### config.mk
export PLATFORM = sky130hd
export DESIGN_NAME = pll_lock_supervisor
export DESIGN_NICKNAME = d
export VERILOG_FILES = /design/src/rtl/pll_lock_supervisor.sv
export SDC_FILE = /design/constraint.sdc
export NUM_CORES = 1
export LEC_CHECK = 0
export CORE_MARGIN = 3
export CORE_UTILIZATION = 54
export DETAILED_ROUTE_END_ITERATION = 8
export GPL_ROUTABILITY_DRIVEN = 0
export PLACE_DENSITY = 0.8
export SYNTH_ARGS = -nofsm -noshare
export SYNTH_HDL_FRONTEND = slang
export SYNTH_SLANG_ARGS = --single-unit
### constraint.sdc
create_clock -name clkin1 -period 3.6 [get_ports clkin1]
set_clock_uncertainty 0.1 [all_clocks]
set_input_delay 0.72 -clock clkin1 [delete_from_list [all_inputs] [get_ports clkin1]]
set_output_delay 0.72 -clock clkin1 [all_outputs]
set_load 0.01 [all_outputs]
### src/rtl/pll_lock_supervisor.sv
// PLL lock supervisor: sequences PLL reset, qualifies lock, staggers per-domain
// reset release, retries or faults on timeout, and gates divider reprogramming.
module pll_lock_supervisor #(
  parameter int                   NUM_OUT          = 3,
  parameter int                   RST_HOLD_CYC     = 16,
  parameter int                   LOCK_TIMEOUT_CYC = 5000,
  parameter int                   STABLE_CYC       = 1024,
  parameter int                   LOSS_FILT        = 4,
  parameter int                   STAGGER_CYC      = 8,
  parameter int                   MAX_RETRY        = 3,
  parameter logic [NUM_OUT*10-1:0] INIT_RATIO      = {10'd88, 10'd25, 10'd7}
) (
  input  logic                  clkin1,
  input  logic                  rst,
  input  logic                  pll_lock,
  output logic                  pll_rst_o,
  output logic                  pll_pwd_o,
  output logic [NUM_OUT*10-1:0] ratio_o,
  output logic [NUM_OUT-1:0]    ch_rst,
  output logic                  lock_ok,
  input  logic                  cfg_valid,
  input  logic [2:0]            cfg_ch,
  input  logic [9:0]            cfg_ratio,
  output logic                  cfg_ready,
  output logic                  cfg_err,
  input  logic                  fault_clr,
  output logic                  fault,
  output logic [7:0]            lost_cnt
);

  localparam int CNT_MAX = LOCK_TIMEOUT_CYC + STABLE_CYC + RST_HOLD_CYC + STAGGER_CYC * NUM_OUT + 1;
  localparam int CNT_W   = $clog2(CNT_MAX + 1);
  localparam int FLT_MAX = (STABLE_CYC > LOSS_FILT) ? STABLE_CYC : LOSS_FILT;
  localparam int FLT_W   = $clog2(FLT_MAX + 1);
  localparam int RETRY_W = $clog2(MAX_RETRY + 1);

  localparam logic [CNT_W-1:0]   HOLD_LAST  = CNT_W'(RST_HOLD_CYC - 1);
  localparam logic [CNT_W-1:0]   TIMEOUT    = CNT_W'(LOCK_TIMEOUT_CYC);
  localparam logic [CNT_W-1:0]   STAG_END   = CNT_W'(STAGGER_CYC * NUM_OUT);
  localparam logic [FLT_W-1:0]   STABLE_LIM = FLT_W'(STABLE_CYC);
  localparam logic [FLT_W-1:0]   LOSS_LIM   = FLT_W'(LOSS_FILT);
  localparam logic [RETRY_W-1:0] RETRY_LAST = RETRY_W'(MAX_RETRY - 1);

  typedef enum logic [2:0] {S_HOLD, S_WAIT, S_STAB, S_LOCK, S_FAULT} state_t;

  state_t                  state_q, state_d;
  logic [CNT_W-1:0]        cnt_q, cnt_d, cnt_inc;
  logic [FLT_W-1:0]        flt_q, flt_d, flt_inc;
  logic [RETRY_W-1:0]      retry_q, retry_d;
  logic [7:0]              lost_q, lost_d;
  logic [1:0]              sync_q, sync_d;
  logic [NUM_OUT*10-1:0]   ratio_q, ratio_d;
  logic                    pll_rst_q, pll_rst_d;
  logic                    pwd_q, pwd_d;
  logic [NUM_OUT-1:0]      ch_rst_q, ch_rst_d;
  logic                    lock_ok_q, lock_ok_d;
  logic                    cfg_ready_q, cfg_ready_d;
  logic                    cfg_err_q, cfg_err_d;
  logic                    fault_q, fault_d;
  logic                    lock_s, loss_evt, cfg_hs, cfg_ok;

  assign lock_s    = sync_q[1];
  assign pll_rst_o = pll_rst_q;
  assign pll_pwd_o = pwd_q;
  assign ratio_o   = ratio_q;
  assign ch_rst    = ch_rst_q;
  assign lock_ok   = lock_ok_q;
  assign cfg_ready = cfg_ready_q;
  assign cfg_err   = cfg_err_q;
  assign fault     = fault_q;
  assign lost_cnt  = lost_q;

  always_comb begin
    state_d   = state_q;
    cnt_d     = cnt_q;
    flt_d     = flt_q;
    retry_d   = retry_q;
    lost_d    = lost_q;
    ratio_d   = ratio_q;
    cfg_err_d = 1'b0;
    sync_d    = {sync_q[0], pll_lock};
    cnt_inc   = cnt_q + CNT_W'(1);
    flt_inc   = flt_q + FLT_W'(1);
    loss_evt  = 1'b0;
    cfg_hs    = cfg_valid && cfg_ready_q;
    cfg_ok    = (int'(cfg_ch) < NUM_OUT) && (cfg_ratio != 10'd0);

    case (state_q)
      S_HOLD: begin
        if (cnt_q == HOLD_LAST) begin
          state_d = S_WAIT;
          cnt_d   = '0;
        end else begin
          cnt_d = cnt_inc;
        end
      end
      S_WAIT: begin
        cnt_d = cnt_inc;
        if (lock_s) begin
          state_d = S_STAB;
          flt_d   = '0;
        end else if (cnt_inc >= TIMEOUT) begin
          cnt_d   = '0;
          retry_d = retry_q + RETRY_W'(1);
          state_d = (retry_q == RETRY_LAST) ? S_FAULT : S_HOLD;
        end
      end
      // The timeout count keeps running here so a bouncing lock cannot stall retries.
      S_STAB: begin
        cnt_d = cnt_inc;
        if (!lock_s) begin
          state_d = S_WAIT;
        end else if (flt_inc == STABLE_LIM) begin
          state_d = S_LOCK;
          cnt_d   = '0;
          flt_d   = '0;
          retry_d = '0;
        end else begin
          flt_d = flt_inc;
        end
      end
      S_LOCK: begin
        if (cnt_q != STAG_END) cnt_d = cnt_inc;
        if (lock_s) begin
          flt_d = '0;
        end else if (flt_inc == LOSS_LIM) begin
          loss_evt = 1'b1;
        end else begin
          flt_d = flt_inc;
        end
        // Lock loss wins over a simultaneous reconfiguration request.
        if (loss_evt) begin
          state_d = S_HOLD;
          cnt_d   = '0;
          flt_d   = '0;
          lost_d  = (lost_q == 8'hff) ? lost_q : lost_q + 8'd1;
        end else if (cfg_hs) begin
          if (cfg_ok) begin
            for (int k = 0; k < NUM_OUT; k++) begin
              if (int'(cfg_ch) == k) ratio_d[k*10 +: 10] = cfg_ratio;
            end
            state_d = S_HOLD;
            cnt_d   = '0;
            flt_d   = '0;
            retry_d = '0;
          end else begin
            cfg_err_d = 1'b1;
          end
        end
      end
      S_FAULT: begin
        if (fault_clr) begin
          state_d = S_HOLD;
          cnt_d   = '0;
          retry_d = '0;
        end
      end
      default: begin
        state_d = S_HOLD;
        cnt_d   = '0;
      end
    endcase

    pll_rst_d   = (state_d == S_HOLD) || (state_d == S_FAULT);
    pwd_d       = (state_d == S_FAULT);
    fault_d     = (state_d == S_FAULT);
    lock_ok_d   = (state_d == S_LOCK);
    cfg_ready_d = (state_d == S_LOCK);
    for (int k = 0; k < NUM_OUT; k++) begin
      ch_rst_d[k] = !((state_d == S_LOCK) && (cnt_d >= CNT_W'(STAGGER_CYC * (k + 1))));
    end
  end

  always_ff @(posedge clkin1 or posedge rst) begin
    if (rst) begin
      state_q     <= S_HOLD;
      cnt_q       <= '0;
      flt_q       <= '0;
      retry_q     <= '0;
      lost_q      <= '0;
      sync_q      <= '0;
      ratio_q     <= INIT_RATIO;
      pll_rst_q   <= 1'b1;
      pwd_q       <= 1'b0;
      ch_rst_q    <= '1;
      lock_ok_q   <= 1'b0;
      cfg_ready_q <= 1'b0;
      cfg_err_q   <= 1'b0;
      fault_q     <= 1'b0;
    end else begin
      state_q     <= state_d;
      cnt_q       <= cnt_d;
      flt_q       <= flt_d;
      retry_q     <= retry_d;
      lost_q      <= lost_d;
      sync_q      <= sync_d;
      ratio_q     <= ratio_d;
      pll_rst_q   <= pll_rst_d;
      pwd_q       <= pwd_d;
      ch_rst_q    <= ch_rst_d;
      lock_ok_q   <= lock_ok_d;
      cfg_ready_q <= cfg_ready_d;
      cfg_err_q   <= cfg_err_d;
      fault_q     <= fault_d;
    end
  end

endmodule

* Word level (Yosys, flattened, before mapping) *
Cells that the tools add are included.

storage, ports and cells
  bits in registers = 76
  input port bits = 18
  output and inout port bits = 47

operators by class
  $add $sub $neg = 4
  $lt $le $gt $ge = 5
  equal/unequal tests = 23
  mux-type cells = 47
  bitwise logic cells = 2
  reduce and logical (&&, ||, !) cells = 21

operator list
  cell                                                                number
  2-to-1 mux 13 bit                                                   10
  2-to-1 mux 11 bit                                                   8
  case mux 13 bit (5 select lines)                                    1
  case mux 11 bit (3 select lines)                                    1
  2-to-1 mux 3 bit                                                    10
  greater-or-equal comparator 13 x 5 -> 1 bit, second input constant  2
  != test 2 bit, second input constant                                9
  2-to-1 mux 2 bit                                                    8
  case mux 3 bit (5 select lines)                                     1
  AND reduction 5 bit                                                 3
  adder 13 x 1 -> 13 bit, second input constant                       1
  == test 13 x 4 -> 1 bit, second input constant                      1
  greater-or-equal comparator 13 bit, second input constant           1
  greater-or-equal comparator 13 x 4 -> 1 bit, second input constant  1
  != test 13 x 5 -> 1 bit, second input constant                      1
  == test 3 x 2 -> 1 bit, second input constant                       4
  adder 11 x 1 -> 11 bit, second input constant                       1
  == test 11 bit, second input constant                               1
  == test 11 x 3 -> 1 bit, second input constant                      1
  nonzero test 10 bit                                                 1
  == test 3 bit, second input constant                                3
  zero test 3 bit                                                     3
  AND reduction 9 bit                                                 1
  adder 8 x 1 -> 8 bit, second input constant                         1
  14 further kinds                                                    28

* Longest topological paths before layout *
Gate-level depths: netlist (run 1).

  depth in word-level cells = 10
  gate-level depth with buffers = 10
  depth with buffers taken out = 9

* Worst setup path after synthesis (run 1) *
No wires, ideal clock.

  path type = register to register
  start point = register flt_q[0]
  end point = register ratio_q[11] (netlist: ratio_o[11])
  setup time = 0.125 ns
  data arrival time = 2.528 ns
  data required time = 3.375 ns
  setup slack = 0.847 ns
  cell stages (with the launch flop) = 10
  clock period less this slack = 2.753 ns
  path through = dfrtp_1 ha_1 and3_1 o211a_1 o211a_1 nand4_2 nand3_1 or3b_1 buf_4 mux2_4

between the ends
  cells in the longest elaborated chain, start to end = 7

ends and longest elaborated chain
  what                                  RTL line  source
  start: declaration                    48        logic [FLT_W-1:0] flt_q, flt_d, flt_inc;
  start signal: assignment              193       flt_q <= flt_d;
  adder 11 x 1 -> 11 bit                83        flt_inc = flt_q + FLT_W'(1);
  == test 11 x 3 -> 1 bit               126       end else if (flt_inc == LOSS_LIM) begin
  2-to-1 mux 1 bit                      126
  2-to-1 mux 1 bit                      124       if (lock_s) begin
  2-to-1 mux 1 bit                      88        case (state_q)
  NOT 1 bit (no source line)            --
  AND reduction 5 bit (no source line)  --
  end signal: assignment                197       ratio_q <= ratio_d;
  end: declaration                      52        logic [NUM_OUT*10-1:0] ratio_q, ratio_d;

Every way passes these cells. The select of a mux whose other input is x is not followed.
A chain may end at the register's enable or synchronous reset.

* Final worst setup path (run 1) *
  start point = register flt_q[0]
  end point = register ratio_q[12] (netlist: ratio_o[12])

Same word-level chain as after synthesis.

==> results_dict.tcl, run 1 <==
set metrics [dict create \
    fillers 527 \
    routed-via-count 3205 \
    floorplan.die.height_um 92.3 \
    number_of_library_cell_types_mapped_by_synthesis 61 \
    async_reset_ff_frac 1.00 \
    dp_worst_setup_slack_ns 0.189 \
    die_area_um2 8510 \
    postCtsSetupRepairBufs 0 \
    cts_htree_levels 3 \
    grt_overflow_total 0 \
    antenna_violations_before_repair 0 \
    viasPerCell 5.90 \
    numCtsBuffers 9 \
    synth_sequential_area_ratio 0.477 \
    postSynthNetCount 405 \
    drtIter0Drc 187 \
    worstSetupEndpointType "register" \
    maximum_number_of_pins_on_one_net_before_global_route_repair 29 \
    timing.final.crit_period_ns 3.35 \
    postSynth.topFlopCell "sky130_fd_sc_hd__dfrtp_1" \
    number_of_hold_buffers_added_after_cts 0 \
    antenna_cells 0 \
    finalHoldViolCount 0 \
    final_antenna_net_count 0 \
    chipWidth_um 92.3 \
    cts-root-buf "sky130_fd_sc_hd__clkbuf_8" \
    hpwlAfterDp_mm 6.54 \
    post-route-util 0.702 \
    max_cap_viol_count 0 \
    slew_viol_final 0 \
    detail_route.wl_per_cell_um 16.8 \
    numClockSinks 76 \
    final_tns_setup_ns 0 \
    synthesis.instances 381 \
    cp_max_fo 10 \
    max-slew-margin-rel 0.360 \
    timing.setup.critical_path_class "reg -> reg" \
    power_per_cell_area_nw_per_um2 492 \
    insertion_delay_of_the_later_clocked_pin_in_the_worst_skew_pair_ns 0.36 \
    post-route-worst-setup-slack_ns 0.252 \
    fmax_ghz 0.299 \
    multi_input_area_um2 1980 \
    grt_pass1_wl_mm 15.6 \
    rsz0062_at_grt "no" \
    std_cell_rows 30 \
    start_kind "register" \
    synthesis.area_per_instance_um2 10.5 \
    tightestPinTransition_ns 0.960 \
    run_status "complete, no violations" \
    layoutNonFillerInstCount 543 \
    firstDrtPassIters 4 \
    data_arrival_time_of_the_worst_path_ns 3.49 \
    syn_to_final_growth_pct 22.6 \
    grt_use_total 0.234 \
    remaining_drc_errors 0 \
    worst_ir_drop_vdd_mv 0.260 \
    drive_above_1_share 0.179 \
    synth_edf_count 0 \
    numPortBuffers 64 \
    cts_buffer_depth 2 \
    vias_in_the_first_global_route 3080 \
    nets 466 \
    synth.cell_area_um2 4020 \
    clk_pin_slew_worst_paths_ns 0.08 \
    required_time_of_the_critical_path_ns 3.74 \
    fp.coreArea_um2 7020 \
    finalCritPeriodShare 0.930 \
    postSynthRegisterBits 76 \
    route.final.wire_length_mm 9.14 \
    cts_resized 0 \
    p_leak_nw 2.18 \
    floorplan.initialDensity 0.572 \
    placed_cells_incl_taps 527 \
    ff_latch_area_um2 1920 \
    tritoncts "yes" \
    report.final.setup_viol 0 \
    num_io_pins 65 \
    worstHoldPathType "reg -> reg" \
    yosys_warnings 0 \
]
==> placed cells by master (no fill, tap or decap), types with 11 or more instances in the layout <==
cell	n
sky130_fd_sc_hd__and3_1	11
sky130_fd_sc_hd__clkdlybuf4s50_1	64
sky130_fd_sc_hd__dfrtp_1	63
sky130_fd_sc_hd__dfstp_2	13
sky130_fd_sc_hd__mux2_2	23
sky130_fd_sc_hd__nand2_1	30
sky130_fd_sc_hd__nand3_1	20
sky130_fd_sc_hd__nor2_1	30
sky130_fd_sc_hd__o21ai_0	30
sky130_fd_sc_hd__xnor2_1	12
==> cell type report <==
type / count / area share
inverter: 8 / 0.00610
clock inverter: 6 / 0.0145
multi-input combinational: 280 / 0.403
clock buffer: 10 / 0.0279
sequential: 76 / 0.389
tap: 96 / 0.0244
timing repair buffer: 67 / 0.135
==> worst paths after layout <==
check / slack, ns / startpoint / depth (start not counted) / to
worst max-delay path: 0.25 / flt_q[0] / 8 / ratio_o[12]
worst min-delay path: 0.26 / sync_q[0] / 0 / sync_q[1]
min in group asynchronous: 0.63 / rst / 2 / lost_cnt[0]
worst min register to register: 0.26 / sync_q[0] / 0 / sync_q[1]
max in group asynchronous: 1.93 / rst / 3 / pll_rst_o
worst max register to register: 0.25 / flt_q[0] / 8 / ratio_o[12]
==> state kept, by name (all words and copies together) (netlist names) <==
signal and cells:
ratio_o 30, cnt_q 13, flt_q 11, lost_cnt 8, ch_rst 3, state_q 3
retry_q 2, sync_q 2, cfg_err 1, cfg_ready 1, fault 1, pll_rst_o 1
==> worst max-delay path, stage by stage (launching register included) <==
cell	delay, ns
sky130_fd_sc_hd__dfrtp_1	0.50
sky130_fd_sc_hd__ha_1	0.36
sky130_fd_sc_hd__nand3_1	0.24
sky130_fd_sc_hd__mux2i_1	0.32
sky130_fd_sc_hd__o22ai_4	0.15
sky130_fd_sc_hd__nand4_2	0.21
sky130_fd_sc_hd__nand3_1	0.23
sky130_fd_sc_hd__or3b_1	0.72
sky130_fd_sc_hd__mux2_4	0.40
==> cells by family after synthesis <==
group,after synthesis,share of synthesized area
adder cells (fa/ha/maj),6,0.0187
multiplexers,35,0.107
XOR/XNOR,17,0.0371
AND/OR/NAND/NOR,140,0.184
AO/OA/AOI/OAI,82,0.147
buffers and inverters,25,0.0287
flip-flops,76,0.477
==> synth_stat cells (all sizes together) (3+ instances only) <==
cell | n | area [um2]
o31ai | 7 | 57.6
nand2 | 30 | 113
o22ai | 6 | 51.3
nor3b | 3 | 22.5
nor4 | 6 | 37.5
dfstp | 13 | 342
buf | 11 | 62.6
dfrtp | 63 | 1580
ha | 6 | 75.1
a31oi | 8 | 71.3
and2 | 7 | 43.8
nand3 | 20 | 100
a21oi | 3 | 15.0
and3 | 11 | 68.8
xor2 | 5 | 43.8
o41ai | 3 | 26.3
nand2b | 4 | 25.0
inv | 8 | 30.0
mux2 | 33 | 409
a21o | 6 | 45.0
o21ai | 31 | 155
clkbuf | 6 | 22.5
xnor2 | 12 | 105
nand4 | 10 | 81.3
nor3 | 7 | 46.3
nor2 | 31 | 119
==> where the power goes <==
| group | switching [mW] | total [mW] | internal, mW |
|---|---|---|---|
| sequential | 0.136 | 1.09 | 0.953 |
| combinational | 0.375 | 0.653 | 0.277 |
| clock | 0.336 | 0.681 | 0.345 |
==> through the flow <==
stage          hold slack [ns]  instance area (um2)  total power [mW]
3_3_place_gp             0.234                 4720              1.72
5_1_grt                  0.274                 4920              2.60
3_5_place_dp             0.239                 4720              1.75
4_1_cts                  0.258                 4920              2.44
2_1_floorplan            0.231                 4020              1.55
6_report                 0.256                 4920              2.42
==> routing by layer <==
layer | global-route usage | share of wire
met1 | 0.328 | 0.48
met2 | 0.355 | 0.46
met3 | 0.0550 | 0.047
met4 | 0.0879 | 0.018
met5 | 0 | 0
(Power assumes the default switching activity.)
==> run 2: changes to the inputs <==
--- a/config.mk
+++ b/config.mk
@@ -8,7 +8,6 @@
 export CORE_MARGIN = 3
 export CORE_UTILIZATION = 54
 export DETAILED_ROUTE_END_ITERATION = 8
-export GPL_ROUTABILITY_DRIVEN = 0
 export PLACE_DENSITY = 0.8
 export SYNTH_ARGS = -nofsm -noshare
 export SYNTH_HDL_FRONTEND = slang
==> results_dict.tcl, run 2 (synthesized netlist as in run 1, its figures left out) <==
set metrics [dict create \
    crit-reg2reg-capture "ratio_o[18]" \
    largest_register_ffs 30 \
    power_per_cell_area_nw_per_um2 493 \
    max_cap_viol_count 0 \
    antenna_violations_before_repair 0 \
    fmax_ghz 0.309 \
    hpwlAfterDp_mm 6.49 \
    grt_pass1_wl_mm 15.8 \
    max-slew-margin-rel 0.354 \
    chipWidth_um 92.3 \
    report.final.setup_viol 0 \
    cpMostUsedCell "sky130_fd_sc_hd__nand3_1" \
    nets 465 \
    cts_htree_levels 3 \
    clk_pin_slew_worst_paths_ns 0.09 \
    rrSetupSlack_ns 0.37 \
    run_status "complete, no violations" \
    num_io_pins 65 \
    fp.coreArea_um2 7020 \
    critical-path-max-stage-delay_ns 0.70 \
    gp_congestion 0.931 \
    tightestPinTransition_ns 0.970 \
    routed-via-count 3233 \
    data_arrival_time_of_the_worst_path_ns 3.38 \
    rsz0062_at_grt "no" \
    number_of_cells_traversed_by_the_worst_hold_path 0 \
    timing.final.crit_period_ns 3.23 \
    grt_use_total 0.235 \
    post-route-worst-setup-slack_ns 0.368 \
    grt_overflow_total 0 \
    slew_viol_final 0 \
    route.final.wire_length_mm 9.11 \
    detail_route.wl_per_cell_um 16.8 \
    viasPerCell 5.96 \
    numCtsBuffers 9 \
    tritoncts "yes" \
    critical_path.reg2reg.startpoint "flt_q[0]" \
    timing.setup.critical_path_class "reg -> reg" \
    cts-root-buf "sky130_fd_sc_hd__clkbuf_8" \
    postCtsSetupRepairBufs 0 \
    post-route-util 0.702 \
    drtIter0Drc 123 \
    worstHoldPathType "reg -> reg" \
    ff2ff_path_depth 8 \
    layout.cells.most_common "sky130_fd_sc_hd__clkdlybuf4s50_1" \
    numClockSinks 76 \
    vias_in_the_first_global_route 3148 \
    dp_worst_setup_slack_ns 0.107 \
    leading_cell_types_in_the_layout_fill_and_taps_excluded "sky130_fd_sc_hd__clkdlybuf4s50_1, sky130_fd_sc_hd__dfrtp_1, sky130_fd_sc_hd__nor2_1, sky130_fd_sc_hd__nand2_1, sky130_fd_sc_hd__o21ai_0" \
    antenna_cells 0 \
    finalHoldViolCount 0 \
    remaining_drc_errors 0 \
    p_leak_nw 2.19 \
    syn_to_final_growth_pct 22.7 \
    worst_hold_endpoint "sync_q[1]" \
    worstSetupEndpointType "register" \
    cp_max_fo 10 \
    finalCritPeriodShare 0.898 \
    required_time_of_the_critical_path_ns 3.74 \
    cts_resized 0 \
    crit_path_top_delay_cell "sky130_fd_sc_hd__or3b_1" \
    final_antenna_net_count 0 \
    firstDrtPassIters 4 \
    start_kind "register" \
    worst_ir_drop_vdd_mv 0.317 \
    post-layout-total-power_mw 2.43 \
    die_area_um2 8510 \
    final_tns_setup_ns 0 \
    numPortBuffers 64 \
    floorplan.die.height_um 92.3 \
    floorplan.initialDensity 0.572 \
    cts_buffer_depth 2 \
    timing.critical_path.cells "ha_1 -> nand3_1 -> mux2i_1 -> o22ai_4 -> nand4_2 -> nand3_1 -> or3b_1 -> mux2_4" \
    holdCritStartpoint "sync_q[0]" \
    maximum_number_of_pins_on_one_net_before_global_route_repair 77 \
    drive_above_1_share 0.177 \
    std_cell_rows 30 \
    number_of_hold_buffers_added_after_cts 0 \
    insertion_delay_of_the_later_clocked_pin_in_the_worst_skew_pair_ns 0.36 \
]
run 2: how the worst max path moves through the flow:
stage | to | start | slack (ns)
2_1_floorplan | ratio_o[11] | flt_q[0] | 0.85
3_3_place_gp | ratio_o[12] | cfg_ch[0] | 0.26
3_5_place_dp | flt_q[5] | cfg_ratio[0] | 0.11
4_1_cts | ratio_o[18] | flt_q[0] | 0.36
5_1_grt | flt_q[5] | flt_q[0] | 0.02
6_report | ratio_o[18] | flt_q[0] | 0.37
run 2: worst max-delay path, delay by kind of cell, from the launching register on:
family,cells,cell delay (ns)
AO/OA/AOI/OAI,1,0.14
flip-flops,1,0.50
multiplexers,2,0.69
AND/OR/NAND/NOR,4,1.34
adder cells (fa/ha/maj),1,0.35
run 2: final cells by class:
cell class	instances	area [um2]
sequential	76	1920
fill	548	2090
inverter	8	30.0
clock inverter	7	83.8
multi-input combinational	280	1980
tap	96	120
timing repair buffer	66	668
clock buffer	9	124
run 2: per-layer routing:
layer	GRT usage	share of wire	wire length (um)
met1	0.317	0.45	4080
met2	0.376	0.46	4220
met3	0.0541	0.073	661
met4	0.0780	0.016	145
met5	0	0	0
run 2: power by group:
group | internal, mW | switching (mW)
clock network | 0.332 | 0.356
registers | 0.952 | 0.136
logic | 0.279 | 0.376
total | 1.56 | 0.868
run 2: through the flow:
step | hold slack (ns) | instances | instance area, um2
floorplan | 0.231 | 381 | 4020
global placement | 0.234 | 526 | 4720
detailed placement | 0.236 | 526 | 4720
CTS | 0.257 | 542 | 4930
global route | 0.276 | 542 | 4930
finish | 0.254 | 542 | 4930
